### config.mk
export PLATFORM = sky130hd
export DESIGN_NAME = sr_window_param
export DESIGN_NICKNAME = d
export VERILOG_FILES = /design/src/rtl/sr_window_pkg.sv /design/src/rtl/sr_row_reg.sv /design/src/rtl/sr_window_param.sv
export SDC_FILE = /design/constraint.sdc
export NUM_CORES = 1
export LEC_CHECK = 0
export BUFFER_PORTS_ARGS = -buffer_cell sky130_fd_sc_hd__buf_2
export CORE_MARGIN = 2
export CORE_UTILIZATION = 42
export CTS_CLUSTER_SIZE = 24
export DETAILED_ROUTE_END_ITERATION = 8
export GPL_ROUTABILITY_DRIVEN = 0
export PLACE_DENSITY_LB_ADDON = 0.1
export SLEW_MARGIN = 5
export SYNTH_ARGS = -nofsm -noshare
export SYNTH_HDL_FRONTEND = slang
export SYNTH_HIERARCHICAL = 1
export SYNTH_SLANG_ARGS = --single-unit
### constraint.sdc
create_clock -name clock -period 8.58 [get_ports clock]
set_input_delay 0.858 -clock clock [delete_from_list [all_inputs] [get_ports clock]]
set_output_delay 0.858 -clock clock [all_outputs]
set_load 0.02 [all_outputs]
### src/rtl/sr_window_pkg.sv
// Shared types and helpers for the reference-pixel window buffer.
package sr_window_pkg;

    typedef enum logic [1:0] {
        S_IDLE = 2'd0,
        S_LOAD = 2'd1,
        S_READ = 2'd2,
        S_DONE = 2'd3
    } state_t;

    function automatic int unsigned cnt_width(input int unsigned rows);
        return $clog2(rows + 1);
    endfunction

    // LSB position of pixel k inside a packed row of dw-bit pixels.
    function automatic int unsigned pix_lsb(input int unsigned k, input int unsigned dw);
        return k * dw;
    endfunction

endpackage

### src/rtl/sr_row_reg.sv
// One row of the window: a W-bit register with async reset and load enable.
module sr_row_reg #(
    parameter int unsigned W = 64
) (
    input  logic         clock,
    input  logic         reset,
    input  logic         load,
    input  logic [W-1:0] d,
    output logic [W-1:0] q
);

    logic [W-1:0] data_q;
    logic [W-1:0] data_d;

    always_comb begin
        data_d = data_q;
        if (load) begin
            data_d = d;
        end
    end

    always_ff @(posedge clock or posedge reset) begin
        if (reset) begin
            data_q <= '0;
        end else begin
            data_q <= data_d;
        end
    end

    assign q = data_q;

endmodule

### src/rtl/sr_window_param.sv
// Reference-pixel window: shifts in ROWS rows, then streams adjacent row pairs
// (row p, row p+1) to the interpolation filters, single-pass or circular.
module sr_window_param
    import sr_window_pkg::*;
#(
    parameter  int unsigned DATAWIDTH = 8,
    parameter  int unsigned PIXELS    = 8,
    parameter  int unsigned ROWS      = 8,
    localparam int unsigned CNT_W     = cnt_width(ROWS),
    localparam int unsigned ROW_W     = PIXELS * DATAWIDTH
) (
    input  logic               clock,
    input  logic               reset,
    input  logic               enable,
    input  logic               enable_read,
    input  logic               mode_circ,
    input  logic               in_valid,
    input  logic [ROW_W-1:0]   in_row,
    output logic [2*ROW_W-1:0] out_pair,
    output logic               out_valid,
    output logic               full,
    output logic [CNT_W-1:0]   row_cnt,
    output logic               done
);

    localparam int unsigned PTR_W = $clog2(ROWS);

    state_t             state_q, state_d;
    logic [CNT_W-1:0]   row_cnt_q, row_cnt_d;
    logic [PTR_W-1:0]   rd_ptr_q, rd_ptr_d;
    logic [2*ROW_W-1:0] out_pair_q, out_pair_d;
    logic               out_valid_q, out_valid_d;
    logic               full_q, full_d;
    logic               done_q, done_d;

    logic               shift_en;
    logic [PTR_W-1:0]   rd_hi;
    logic [ROW_W-1:0]   row_data [ROWS];
    logic [ROW_W-1:0]   row_in   [ROWS];

    // Row 0 is the oldest; a shift drops it and appends in_row at the top.
    for (genvar i = 0; i < int'(ROWS); i++) begin : g_row
        if (i == int'(ROWS) - 1) begin : g_top
            assign row_in[i] = in_row;
        end else begin : g_mid
            assign row_in[i] = row_data[i+1];
        end

        sr_row_reg #(
            .W(ROW_W)
        ) u_row (
            .clock(clock),
            .reset(reset),
            .load (shift_en),
            .d    (row_in[i]),
            .q    (row_data[i])
        );
    end

    assign rd_hi = rd_ptr_q + PTR_W'(1);

    always_comb begin
        state_d     = state_q;
        row_cnt_d   = row_cnt_q;
        rd_ptr_d    = rd_ptr_q;
        out_pair_d  = out_pair_q;
        out_valid_d = out_valid_q;
        done_d      = done_q;
        shift_en    = 1'b0;

        if (enable) begin
            out_valid_d = 1'b0;
            done_d      = 1'b0;
            case (state_q)
                S_IDLE: begin
                    if (in_valid) begin
                        shift_en  = 1'b1;
                        row_cnt_d = CNT_W'(1);
                        state_d   = S_LOAD;
                    end
                end
                S_LOAD: begin
                    // A full window keeps sliding: oldest row drops, count stays saturated.
                    if (in_valid) begin
                        shift_en = 1'b1;
                        if (row_cnt_q != CNT_W'(ROWS)) begin
                            row_cnt_d = row_cnt_q + CNT_W'(1);
                        end
                    end
                    if (enable_read && full_q) begin
                        state_d  = S_READ;
                        rd_ptr_d = '0;
                    end
                end
                S_READ: begin
                    if (!enable_read) begin
                        state_d   = S_IDLE;
                        row_cnt_d = '0;
                        rd_ptr_d  = '0;
                    end else begin
                        out_pair_d  = {row_data[rd_hi], row_data[rd_ptr_q]};
                        out_valid_d = 1'b1;
                        if (rd_ptr_q == PTR_W'(ROWS - 2)) begin
                            rd_ptr_d = '0;
                            if (!mode_circ) begin
                                state_d = S_DONE;
                            end
                        end else begin
                            rd_ptr_d = rd_ptr_q + PTR_W'(1);
                        end
                    end
                end
                S_DONE: begin
                    done_d    = 1'b1;
                    row_cnt_d = '0;
                    state_d   = S_IDLE;
                end
                default: begin
                    state_d = S_IDLE;
                end
            endcase
        end

        full_d = (row_cnt_d == CNT_W'(ROWS));
    end

    always_ff @(posedge clock or posedge reset) begin
        if (reset) begin
            state_q     <= S_IDLE;
            row_cnt_q   <= '0;
            rd_ptr_q    <= '0;
            out_pair_q  <= '0;
            out_valid_q <= 1'b0;
            full_q      <= 1'b0;
            done_q      <= 1'b0;
        end else begin
            state_q     <= state_d;
            row_cnt_q   <= row_cnt_d;
            rd_ptr_q    <= rd_ptr_d;
            out_pair_q  <= out_pair_d;
            out_valid_q <= out_valid_d;
            full_q      <= full_d;
            done_q      <= done_d;
        end
    end

    assign out_pair  = out_pair_q;
    assign out_valid = out_valid_q;
    assign full      = full_q;
    assign row_cnt   = row_cnt_q;
    assign done      = done_q;

endmodule
# --- After elaboration in Yosys (flattened, before gate mapping) ---
# Cells that the tools add are included.
op_classes:
  n_addsub: 2
  n_lt_le_gt_ge: 2
  eq_ne: 10
  muxes: 28
  bitwise_logic: 2
  reduce_logical: 7
op_table:
  columns: ["cell", "count"]
  rows:
  - ["64-bit binary-select mux with 3-bit select", 2]
  - ["64-bit 2-to-1 mux", 4]
  - ["4-bit 2-to-1 mux", 5]
  - ["4-bit case mux with 4 select lines", 1]
  - ["2-bit 2-to-1 mux", 5]
  - ["3-bit 2-to-1 mux", 3]
  - ["4-bit greater-or-equal comparator (second input constant)", 2]
  - ["3-bit inverter with 4-bit output", 2]
  - ["2-bit case mux with 4 select lines", 1]
  - ["1-bit 2-to-1 mux", 6]
  - ["3-bit inequality test (second input constant)", 2]
  - ["3-bit case mux with 2 select lines", 1]
  - ["3-bit AND reduction", 2]
  - ["5-bit AND reduction", 1]
  - ["4-bit by 1-bit adder with 4-bit output (second input constant)", 1]
  - ["2-bit equality test (second input constant)", 2]
  - ["4-bit equality test (second input constant)", 1]
  - ["2-bit inequality test (second input constant)", 2]
  - ["4-bit inequality test (second input constant)", 1]
  - ["3-bit by 1-bit adder with 3-bit output (second input constant)", 1]
  - ["3-bit equality test (second input constant)", 1]
  - ["2-bit by 1-bit equality test with 1-bit output (second input constant)", 1]
  - ["2-bit logical NOT", 1]
  - ["2-bit nonzero test", 1]
  - ["2 further kinds", 2]
totals:
  register_bits: 652
  in_bits: 70
  output_inout_bits: 135
  elab_cells: 66

# --- Longest topological paths before layout ---
depth:
  ltp_word: 6
  mapped_depth: 10
  depth_no_buf: 6

# --- Modules after synthesis ---
# Netlist, hierarchy kept.
by_module_without_submodules:
  columns: ["mod", "instances", "cells_per_inst", "area_per_inst_um2", "seq_area_each_um2"]
  rows:
  - ["sr_row_reg", 8, 136, 2682.6, 1601.5]
  - ["sr_window_param", 1, 955, 12788.5, 3503.4]

# --- Least setup slack after synthesis ---
# No wires, ideal clock.
synth_timing:
  kind: "input to register"
  startpoint: "in enable"
  endpoint: "reg g_row[0].u_row.data_q[0]"
  setup_ns: 0.125
  t_arrival_ns: 2.956
  required_ns: 8.455
  slack_ns: 5.499
  cell_stages: 6
  path_buffers: 4
  path_cell_list: "buf_2 clkbuf_1 nor3b_1 buf_6 buf_12 mux2_4"
synth_via:
  elab_chain_len: 1
synth_rtl:
  columns: ["element", "line", "text"]
  rows:
  - ["from (decl)", "sr_window_param.sv:14", "input logic enable,"]
  - ["1-bit 2-to-1 mux", "sr_window_param.sv:71", "if (enable) begin"]
  - ["via shift_en", "sr_window_param.sv:36", "logic shift_en;"]
  - ["to (signal assigned)", "sr_row_reg.sv:26", "data_q <= data_d;"]
  - ["to (decl)", "sr_row_reg.sv:12", "logic [W-1:0] data_q;"]
# The timed path passes the listed nets, and every way through them passes these cells.
# A chain may end at the register's enable or synchronous reset.

# --- Worst setup path in the final report ---
layout_timing:
  startpoint: "reg rd_ptr_q[0]"
  endpoint: "reg out_pair_q[64] (netlist: out_pair[64])"
layout_via:
  elab_chain_len: 5
layout_rtl:
  columns: ["element", "line", "text"]
  rows:
  - ["from (decl)", "sr_window_param.sv:30", "logic [PTR_W-1:0] rd_ptr_q, rd_ptr_d;"]
  - ["from (signal assigned)", "sr_window_param.sv:139", "rd_ptr_q <= rd_ptr_d;"]
  - ["3-bit by 1-bit adder with 3-bit output", "sr_window_param.sv:60", "assign rd_hi = rd_ptr_q + PTR_W'(1);"]
  - ["3-bit inverter with 4-bit output (implied by the code)", "sr_window_param.sv:101", "out_pair_d = {row_data[rd_hi], row_data[rd_ptr_q]};"]
  - ["64-bit binary-select mux with 3-bit select", "sr_window_param.sv:101", null]
  - ["64-bit 2-to-1 mux (implied by the code) (2 in a row)", "sr_window_param.sv:101", null]
  - ["to (signal assigned)", "sr_window_param.sv:140", "out_pair_q <= out_pair_d;"]
  - ["to (decl)", "sr_window_param.sv:31", "logic [2*ROW_W-1:0] out_pair_q, out_pair_d;"]
# Every way passes these cells. The select of a mux whose other input is x is not followed.

==> summary.txt <==
minimum clock period = 3.73 ns
CTS tree = built
routed len/inst = 24.9 um
row count = 104
vias in the first global route = 19800
cell family with most CP delay = buffers and inverters
Synth Instances = 2043
Die Height = 290 um
Syn Nets = 2117
Main synth FF type = dfrtp_1
synthesis-to-layout area growth = 10.2%
hold_ws = 0.454 ns
mux cell area share after synthesis = 0.427
Netlist Area Pre-Place = 34200 um2
final hold vios = 0
RSZ-0062 raised after global routing = no
EDFF count, synth = 0
Die Area = 83800 um2
grt ovf = 0
mean post-synth cell area = 16.8 um2
xor/xnor share of the synthesized area = 0.000804
CP Capture Type = flop
depth of the most critical reg-to-reg path = 5
DR DRC count = 0
hpwl dp = 46.8 mm
cell taking the most area after synthesis = dfrtp_1
Post-DRT Antenna Nets = 0
Placeable Area = 80700 um2
clock skew = 0.0232 ns
# clock sinks = 652
drt first-iter violations = 1185
chip width = 290 um
Worst path max stage delay = 0.94 ns
share of cells above drive strength 1 = 0.505
WP data arrival = 4.18 ns
Pre-Repair DR Iteration Count = 5
first-pass GRT wire length = 127 mm
DRT Wirelength = 82.3 mm
Post-CTS Setup Inserts = 0
Final Total Pwr = 12700 uW
Max VDD drop = 0.157 mV
H-tree Lvls = 3
Hold-fix buffers, CTS = 0
Startpoint Class = flop
# setup viols final = 0
nets@finish = 2265
Adder-Cell Fraction of Synth Area = 0.00146
Critical Path RT = 9.04 ns
reg-to-reg critical path startpoint = rd_ptr_q[0]$_DFFE_PP0P_
FF-to-FF End = out_pair[64]$_DFFE_PP0P_
pwr dens = 336 nW/um2
initial antenna violation count = 3
crit path kind = reg2reg
top-area cell type share of the netlist area = 0.476
buffers added on ports = 204
Worst Path Buf+Inv = 2
worst hold path type = in2async
clock latency on the worst-skew pair = 0.61 ns
Yosys cell types = 43
Pleak = 0.0163 uW
cell-by-cell trace of the critical path = buf_12, buf_4, mux4_2, mux2i_1, o21ai_1
setup_tns = 0 ns
clk root buf = clkbuf_16
top post-synthesis cells by area = dfrtp_1, mux2_4, mux4_2
Seq cells post-synth = 652
Slew Viols, Final = 0
async set-reset flop share out of synthesis = 1.00
Worst-Margin Slew = 1.22 ns
flop2flop setup slack = 4.85 ns
Initial Utilization = 0.425
Slew HR = 0.184
cts repair resizes = 0
crit-path max FO = 125
largest family of logic cells by synthesized area = multiplexers
largest net degree at the start of global routing = 152
CTS max path bufs = 3
GRT Total Usage = 0.200
Max Freq = 0.268 GHz
fin crit share = 0.434
status = finished, final reports clean
DR vias = 18600
YS warnings = 6
simple-gate share of the synthesized area = 0.0193
sequential area share after synthesis = 0.476
CP max stage cell = buf_4
I/O pins = 205
via/cell ratio = 5.62
CTS Buf Count = 77
ant diodes = 0
Clk pin slew, worst setup/hold paths = 0.06 ns
Synth Area in Compound Gates = 0.0238
MaxCap Viol Count = 0
synth_stat cells (all sizes together) (3+ instances only):
library cell,instances
a21oi,4
buf,135
clkbuf,25
dfrtp,652
ha,4
inv,17
mux2,512
mux2i,129
mux4,256
nand2,137
nand2b,3
nor2b,4
o21ai,136
worst max path at each step:
stage	start	depth (start not counted)	to	slack, ns
after detailed placement	rd_ptr_q[0]$_DFFE_PP0P_	5	out_pair[5]$_DFFE_PP0P_	4.66
after global routing	rd_ptr_q[0]$_DFFE_PP0P_	5	out_pair[69]$_DFFE_PP0P_	4.37
after floorplan	reset	1	done$_DFFE_PP0P_	3.97
after global placement	rd_ptr_q[0]$_DFFE_PP0P_	5	out_pair[59]$_DFFE_PP0P_	4.71
after CTS	rd_ptr_q[0]$_DFFE_PP0P_	5	out_pair[2]$_DFFE_PP0P_	4.66
final	rd_ptr_q[0]$_DFFE_PP0P_	5	out_pair[64]$_DFFE_PP0P_	4.85
power by group:
part	total, uW	switching (uW)	leakage, uW	internal [uW]
sequential	5620	1300	0.00801	4320
combinational	3780	1110	0.00704	2670
clock	3290	1320	0.00125	1970
cell type report:
type | count | area [um2]
flip-flops and latches | 652 | 16300
well taps | 1060 | 1330
fillers | 7004 | 42900
inverters | 17 | 88.8
repair buffers | 229 | 1270
clock buffers | 114 | 2300
multi-input cells | 1214 | 16200
clock inverters | 23 | 229
through the flow:
step | area, um2 | setup WS (ns) | cells | utilization
after floorplan | 34200 | 3.97 | 2043 | -
after global placement | 35200 | 4.71 | 3172 | 0.437
after detailed placement | 35200 | 4.66 | 3172 | 0.437
after CTS | 37700 | 4.66 | 3309 | 0.468
after global routing | 37700 | 4.37 | 3309 | 0.468
final | 37700 | 4.85 | 3309 | 0.468
layer usage:
layer,up-vias,share of wire,track usage
li1,7993,-,-
met1,10100,0.46,0.289
met2,410,0.48,0.317
met3,87,0.042,0.0315
met4,2,0.018,0.0501
met5,-,0.000085,0
cell usage in the layout (no fill, tap or decap), drive strengths merged, types with 2 or more instances in the layout:
master / n
nand4: 2
buf: 229
mux2: 512
a21oi: 4
clkinvlp: 4
o21ai: 136
o31ai: 2
ha: 4
inv: 18
nand3b: 2
clkbuf: 114
bufinv: 4
nand2b: 3
nor3: 2
nor2b: 4
nand2: 137
clkinv: 14
and3b: 2
mux2i: 129
mux4: 256
a21o: 2
dfrtp: 652
worst reg2reg max path, delay by kind of cell (launching register included):
family | cells | cell delay, ns
multiplexers | 2 | 0.81
flip-flops | 1 | 0.92
buffers and inverters | 2 | 1.79
AO/OA/AOI/OAI | 1 | 0.07
registers in the layout (all words and copies together) (netlist names):
register / count
done: 1
row_cnt: 4
state_q: 2
full: 1
out_valid: 1
g_row.u_row/q: 512
out_pair: 128
rd_ptr_q: 3
kinds of logic (layout without fill, tap and decap cells):
logic type	Yosys count	count (layout)
adders and majority gates	4	4
buffers and inverters	177	383
xor gates and xnor gates	1	1
and+or+nand+nor	158	158
muxes	897	897
AOI/OAI and AO/OA	154	154
DFF	652	652
No activity file was read; power rests on OpenSTA's default activity.
